`src/rtl/uart_tx_fifo.sv`:
```
// uart_tx_fifo: circular byte FIFO feeding uart_tx through its start/done
// handshake. Optional sticky overflow flag enabled by defining the macro
// UART_TX_FIFO_OVERFLOW_EN (adds ports o_overflow and i_ovf_clr).
module uart_tx_fifo #(
  parameter int DEPTH_LOG2 = 4
) (
  input  logic                  i_clk,
  input  logic                  i_rst_n,
  input  logic                  i_enable,
  input  logic                  i_wr_en,
  input  logic [7:0]            i_wr_data,
  output logic                  o_full,
  output logic                  o_empty,
  output logic [DEPTH_LOG2:0]   o_count,
  output logic                  o_tx_start,
  output logic [7:0]            o_tx_data,
  input  logic                  i_tx_done,
  input  logic                  i_tx_busy
`ifdef UART_TX_FIFO_OVERFLOW_EN
  ,
  output logic                  o_overflow,
  input  logic                  i_ovf_clr
`endif
);

  localparam int DEPTH = 1 << DEPTH_LOG2;
  localparam logic [DEPTH_LOG2:0] FULL_CNT = (DEPTH_LOG2 + 1)'(DEPTH);

  typedef enum logic [1:0] {
    ST_IDLE  = 2'd0,
    ST_START = 2'd1,
    ST_WAIT  = 2'd2
  } state_e;

  logic [7:0]            mem_q [DEPTH];
  logic [DEPTH_LOG2-1:0] wr_ptr_q, wr_ptr_d;
  logic [DEPTH_LOG2-1:0] rd_ptr_q, rd_ptr_d;
  logic [DEPTH_LOG2:0]   count_q, count_d;
  logic                  full_q, empty_q;
  logic                  start_q;
  logic [7:0]            tx_data_q;
  state_e                state_q, state_d;
  logic                  push, pop;

  // Push/pop qualification and next-state logic for pointers, count and FSM.
  // Pop decision uses the registered empty flag, so a byte pushed this
  // cycle cannot be launched on the same edge.
  always_comb begin
    push     = i_wr_en && !full_q;
    pop      = (state_q == ST_IDLE) && i_enable && !empty_q && !i_tx_busy;
    wr_ptr_d = push ? wr_ptr_q + DEPTH_LOG2'(1) : wr_ptr_q;
    rd_ptr_d = pop  ? rd_ptr_q + DEPTH_LOG2'(1) : rd_ptr_q;
    count_d  = count_q;
    case ({push, pop})
      2'b10:   count_d = count_q + (DEPTH_LOG2 + 1)'(1);
      2'b01:   count_d = count_q - (DEPTH_LOG2 + 1)'(1);
      default: count_d = count_q;
    endcase
    state_d = state_q;
    case (state_q)
      ST_IDLE:  if (pop) state_d = ST_START;
      ST_START: state_d = ST_WAIT;
      ST_WAIT:  if (i_tx_done) state_d = ST_IDLE;
      default:  state_d = ST_IDLE;
    endcase
  end

  // Storage array: write-only here, no reset so it maps onto block RAM.
  always_ff @(posedge i_clk) begin
    if (push) mem_q[wr_ptr_q] <= i_wr_data;
  end

  // Control registers; flags and start pulse are registered from next-state
  // values so every output comes straight from a flop.
  always_ff @(posedge i_clk or negedge i_rst_n) begin
    if (!i_rst_n) begin
      wr_ptr_q  <= '0;
      rd_ptr_q  <= '0;
      count_q   <= '0;
      full_q    <= 1'b0;
      empty_q   <= 1'b1;
      start_q   <= 1'b0;
      tx_data_q <= 8'h00;
      state_q   <= ST_IDLE;
    end else begin
      wr_ptr_q <= wr_ptr_d;
      rd_ptr_q <= rd_ptr_d;
      count_q  <= count_d;
      full_q   <= (count_d == FULL_CNT);
      empty_q  <= (count_d == '0);
      start_q  <= (state_d == ST_START);
      state_q  <= state_d;
      if (pop) tx_data_q <= mem_q[rd_ptr_q];
    end
  end

  assign o_full     = full_q;
  assign o_empty    = empty_q;
  assign o_count    = count_q;
  assign o_tx_start = start_q;
  assign o_tx_data  = tx_data_q;

`ifdef UART_TX_FIFO_OVERFLOW_EN
  logic ovf_q, ovf_d;

  // Sticky overflow: set by a push attempted while full; set beats clear.
  always_comb begin
    ovf_d = ovf_q;
    if (i_ovf_clr) ovf_d = 1'b0;
    if (i_wr_en && full_q) ovf_d = 1'b1;
  end

  // Overflow flag register.
  always_ff @(posedge i_clk or negedge i_rst_n) begin
    if (!i_rst_n) ovf_q <= 1'b0;
    else          ovf_q <= ovf_d;
  end

  assign o_overflow = ovf_q;
`endif

endmodule

```
`config.mk`:
```
export PLATFORM = sky130hd
export DESIGN_NAME = uart_tx_fifo
export DESIGN_NICKNAME = d
export VERILOG_FILES = /design/src/rtl/uart_tx_fifo.sv
export SDC_FILE = /design/constraint.sdc
export NUM_CORES = 1
export LEC_CHECK = 0
export CAP_MARGIN = 20
export CORE_AREA = 3 3 153 155
export CTS_CLUSTER_SIZE = 14
export DETAILED_ROUTE_END_ITERATION = 16
export DIE_AREA = 0 0 156 158
export GPL_TIMING_DRIVEN = 1
export HOLD_SLACK_MARGIN = 0.02
export SYNTH_ARGS = -nofsm -noshare
export SYNTH_HDL_FRONTEND = slang
export SYNTH_SLANG_ARGS = --single-unit
```
`constraint.sdc`:
```
create_clock -name i_clk -period 8.2 [get_ports i_clk]
set_clock_uncertainty 0.15 [all_clocks]
set_input_delay 1.23 -clock i_clk [delete_from_list [all_inputs] [get_ports i_clk]]
set_output_delay 1.23 -clock i_clk [all_outputs]
set_load 0.02 [all_outputs]
```
Word level (Yosys, flattened, before mapping). Memories as Yosys holds them, arrays and structs flattened. A register that Yosys moved wholly into a read port is not among the register bits. Index checks and enable logic that the tools add are counted.

Register bits after elaboration: 18. Bits in writable memories: 128. Output and inout port bits: 16. Word-level logic and storage cells: 34. Memories: 1.

Add/subtract/negate cells: 4. Equal/unequal tests: 6. Multiplexer cells: 6. Reductions and logical operators: 10.

Memory list: mem_q (words 16, width 8, read ports 1, clocked after memory_dff 1, wr ports 1, line 35) `logic [7:0] mem_q [DEPTH];`.

Operators by type and width (count): $pmux W5 S2 (1); $add A4 B1 Y4 const B (2); $eq A2 B1 Y1 const B (3); $pmux W2 S3 (1); $add A5 B1 Y5 const B (1); $eq A5 B5 Y1 const B (1); $logic_not A5 Y1 (1); $sub A5 B1 Y5 const B (1); $eq A2 B2 Y1 const B (2); $logic_and A1 B1 Y1 (4); $logic_not A1 Y1 (4); $mux W2 (2); $logic_not A2 Y1 (1); $mux W1 (2).

Longest topological paths before layout.
Depth after elaboration: 7. Depth in mapped cells: 13.

Worst setup path after synthesis. OpenSTA, ideal clock, no wires.

Path type: input -> register. Start point: in i_tx_busy. End point: reg full_q (netlist: o_full). Arrival time: 3.387 ns. Setup slack: 4.590 ns. Stages: 10. Buffers on the path: 2. Cell sequence: or4_1 > clkbuf_1 > inv_2 > ha_1 > buf_4 > nand4b_1 > nand4_2 > or4b_1 > a311o_1 > nor2b_1.

Longest elaborated chain between the ends: 5. Elaborated cells on any way between the ends: 6. Classes of those cells: eq/ne: 3; mux: 1; reduce/logical: 2.

Ends and longest elaborated chain: start: declaration (line 18) `input logic i_tx_busy`; $logic_not A1 Y1 (*) (line 50) `pop = (state_q == ST_IDLE) && i_enable && !empty_q && !i_tx_busy;`; $logic_and A1 B1 Y1 (*) (line 50); via pop (line 43) `logic push, pop;`; $eq A2 B1 Y1 / $eq A2 B2 Y1 (equally long branches) (line 54) `case ({push, pop})`; $pmux W5 S2 (*) (line 54); $eq A5 B5 Y1 (*) (line 89) `full_q <= (count_d == FULL_CNT);`; end signal: assignment (line 89); end: declaration (line 39) `logic full_q, empty_q;`.

The timed path passes the listed nets; every way through them passes the cells marked *. A chain may end at the register's enable or synchronous reset.

Worst setup path in the final report.
Start point: in i_enable. End point: reg full_q (netlist: o_full).

Longest elaborated chain between the ends: 6. Elaborated cells on any way between the ends: 7. Classes of those cells: eq/ne: 3; mux: 1; reduce/logical: 3.

Ends and longest elaborated chain: start: declaration (line 9) `input logic i_enable,`; $logic_and A1 B1 Y1 (*) (3 in series) (line 50); via pop (line 43); $eq A2 B1 Y1 / $eq A2 B2 Y1 (equally long branches) (line 54); $pmux W5 S2 (*) (line 54); $eq A5 B5 Y1 (*) (line 89).

Marked as above.

==> flow_metrics.env <==
export IMPL_status="finished, final reports clean"
export IMPL_start_util_pct=28.0
export IMPL_synthCells=326
export IMPL_hpwl_um=7450
export IMPL_regArea_um2=4500
export IMPL_hold_slack_ns=0.336
export IMPL_period_minus_slack_ns=4.18
export IMPL_fillCellCount=2038
export IMPL_crit_type="in2reg"
export IMPL_cts_made_buffers=17
export IMPL_path_clk_slew_ns=0.06
export IMPL_most_common_layout_cells="edfxtp_1, mux4_2, clkdlybuf4s50_1, dfrtp_1, nor2_1"
export IMPL_synth_area_um2=6150
export IMPL_max_freq_mhz=239
export IMPL_setup_tns_ns=0
export IMPL_ant_nets=0
export IMPL_crit_top_cell="ha_1"
export IMPL_vdd_ir_drop_max_mv=0.174
export IMPL_setup_viol=0
export IMPL_cp_cell_sequence="clkdlybuf4s50_1 -> nand2b_1 -> or4_1 -> inv_2 -> ha_1 -> ha_1 -> or4b_1 -> a311o_1 -> nor2b_1"
export IMPL_drive_above_1_share_pct=19.7
export IMPL_fin_crit_sh_pct=50.9
export IMPL_coreArea_um2=22000
export IMPL_nets=387
export IMPL_slowest_delay_ns=0.70
export IMPL_p_leak_nw=2.52
export IMPL_worst_pin_slew_ns=1.12
export IMPL_cts_resized=0
export IMPL_ys_top_cells_by_area="edfxtp_1, mux4_2, dfrtp_1, mux2i_1, ha_1"
export IMPL_numClockSinks=154
export IMPL_avgViaCountPerCell=4.68
export IMPL_grt_max_degree=36
export IMPL_num_vias=3064
export IMPL_rows=54
export IMPL_numPortBuffers=29
export IMPL_mostFrequentLayoutCell="edfxtp_1"
export IMPL_relSlewSlack_pct=25.2
export IMPL_io_pin_count=30
export IMPL_antenna_found_initial=1
export IMPL_end_kind="register"
export IMPL_ys_seq_area_share_pct=73.1
export IMPL_ys_ff_latch=154
export IMPL_hold_path_class="reg2reg"
export IMPL_crit_required_ns=8.40
export IMPL_yosys_warnings=0
export IMPL_area_growth_pct=19.5
export IMPL_grt_pass1_wl_um=18300
export IMPL_drc_errors=0
export IMPL_utilization_pct=33.5
export IMPL_multi_input_area_um2=1560
export IMPL_fp_dieH_um=158
export IMPL_maxSlewViolCount=0
export IMPL_gp_congestion=0.766
export IMPL_tritoncts="yes"
export IMPL_clock_latency_ns=0.41
export IMPL_routedWlPerCell_um=18.1
export IMPL_maxCapViolations=0
export IMPL_synth_top_area_share_pct=62.5
export IMPL_die_w_um=156
export IMPL_drt_iter0_markers=192
export IMPL_hold_viol_final=0
export IMPL_p_per_area_nw_per_um2=348
export IMPL_rsz0062_at_grt="no"
export IMPL_postCtsSetupRepairBufs=0
export IMPL_ys_types=37
export IMPL_grt_pass1_vias=3193
export IMPL_critPathLaunchType="primary input"
export IMPL_yosys_area_top_type="edfxtp_1"
export IMPL_wl_um=11900
export IMPL_grt_overflow_total=0
export IMPL_holdBufCountCts=0
export IMPL_grt_usage_pct=10.2
export IMPL_syn_avg_cell_area_um2=18.9
export IMPL_synth_fp_nets=349
export IMPL_antenna_cells=0
export IMPL_firstDrtPassIters=4
export IMPL_root_buffer="clkbuf_16"
export IMPL_arrival_ns=4.37
export IMPL_htreeDepth=4
export IMPL_crit_fanout=14
export IMPL_die_area_um2=24600
export IMPL_slowest_stage="or4_1"
export IMPL_cts_max_path_buffers=2
==> critical path: cells and delay by family <==
kind            cells  cell delay [ns]
fa+ha+maj           2             0.71
compound gates      1             0.34
simple gates        4             1.39
buf+inv             2             0.69
==> registers in the layout (all words and copies together) (netlist names) <==
register	flops
o_full	1
o_empty	1
state_q	2
mem_q	128
o_tx_start	1
wr_ptr_q	4
rd_ptr_q	4
o_count	5
o_tx_data	8
==> final cells by class <==
| class | count | area share (%) |
|---|---|---|
| flip-flops and latches | 154 | 61.2 |
| clock buffers | 18 | 5.84 |
| multi-input cells | 149 | 21.2 |
| well taps | 280 | 4.76 |
| clock inverters | 12 | 2.04 |
| repair buffers | 36 | 4.66 |
| inverters | 6 | 0.306 |
==> metal layers <==
layer | vias up | GRT usage (%) | wire [um]
li1 | 1362 | - | -
met5 | - | 0 | 13
met4 | 2 | 4.25 | 266
met2 | 108 | 16.0 | 5730
met3 | 26 | 3.20 | 754
met1 | 1566 | 13.2 | 5090
==> kinds of logic (layout without fill, tap and decap cells) <==
| group | after synthesis | after routing | synth area share (%) |
|---|---|---|---|
| xor gates and xnor gates | 12 | 12 | 1.71 |
| and+or+nand+nor | 53 | 53 | 4.29 |
| muxes | 51 | 51 | 14.9 |
| AOI/OAI and AO/OA | 24 | 24 | 2.68 |
| DFF | 154 | 154 | 73.1 |
| buffers and inverters | 23 | 72 | 1.57 |
| adders and majority gates | 9 | 9 | 1.83 |
==> synth_stat cells (all sizes together) <==
library cell,number
nand4bb,1
nand2b,4
nand3,1
a21oi,1
nor2b,3
xor2,2
a21o,7
ha,9
nand4b,2
dfstp,1
or4,1
nor3,4
inv,6
o21a,1
a32oi,1
mux2,3
edfxtp,128
a311o,1
buf,8
dfrtp,25
a22oi,1
mux2i,16
nand4,3
a31o,1
nor2,19
o22ai,7
nand2,14
clkbuf,9
xnor2,10
mux4,32
or4b,1
o21ai,4
==> power by group <==
group          leakage (nW)  internal (mW)  switching, mW
clock                 0.281          0.474          0.298
combinational         0.761          0.350          0.363
sequential             1.47          0.975         0.0992
total                  2.52           1.80          0.760
==> through the flow <==
| step | instance area (um2) | power (mW) | worst slack (ns) | instances |
|---|---|---|---|---|
| after global routing | 7350 | 2.69 | 3.87 | 655 |
| after floorplan | 6150 | 1.57 | 4.59 | 326 |
| final | 7350 | 2.56 | 4.02 | 655 |
| after global placement | 6770 | 1.79 | 3.71 | 625 |
| after detailed placement | 6770 | 1.81 | 3.59 | 625 |
| after CTS | 7350 | 2.58 | 4.03 | 655 |
==> worst paths after layout <==
kind | from | to | slack [ns] | depth (start not counted)
worst max-delay path | i_enable | o_full | 4.02 | 9
worst min-delay path | o_tx_data[3] | o_tx_data[3] | 0.34 | 1
worst max register to register | state_q[0] | o_full | 4.83 | 8
worst min register to register | o_tx_data[3] | o_tx_data[3] | 0.34 | 1
max in group asynchronous | i_rst_n | o_empty | 6.55 | 2
min in group asynchronous | i_rst_n | o_count[0] | 1.04 | 2
Power figures use the tool's default switching activity.
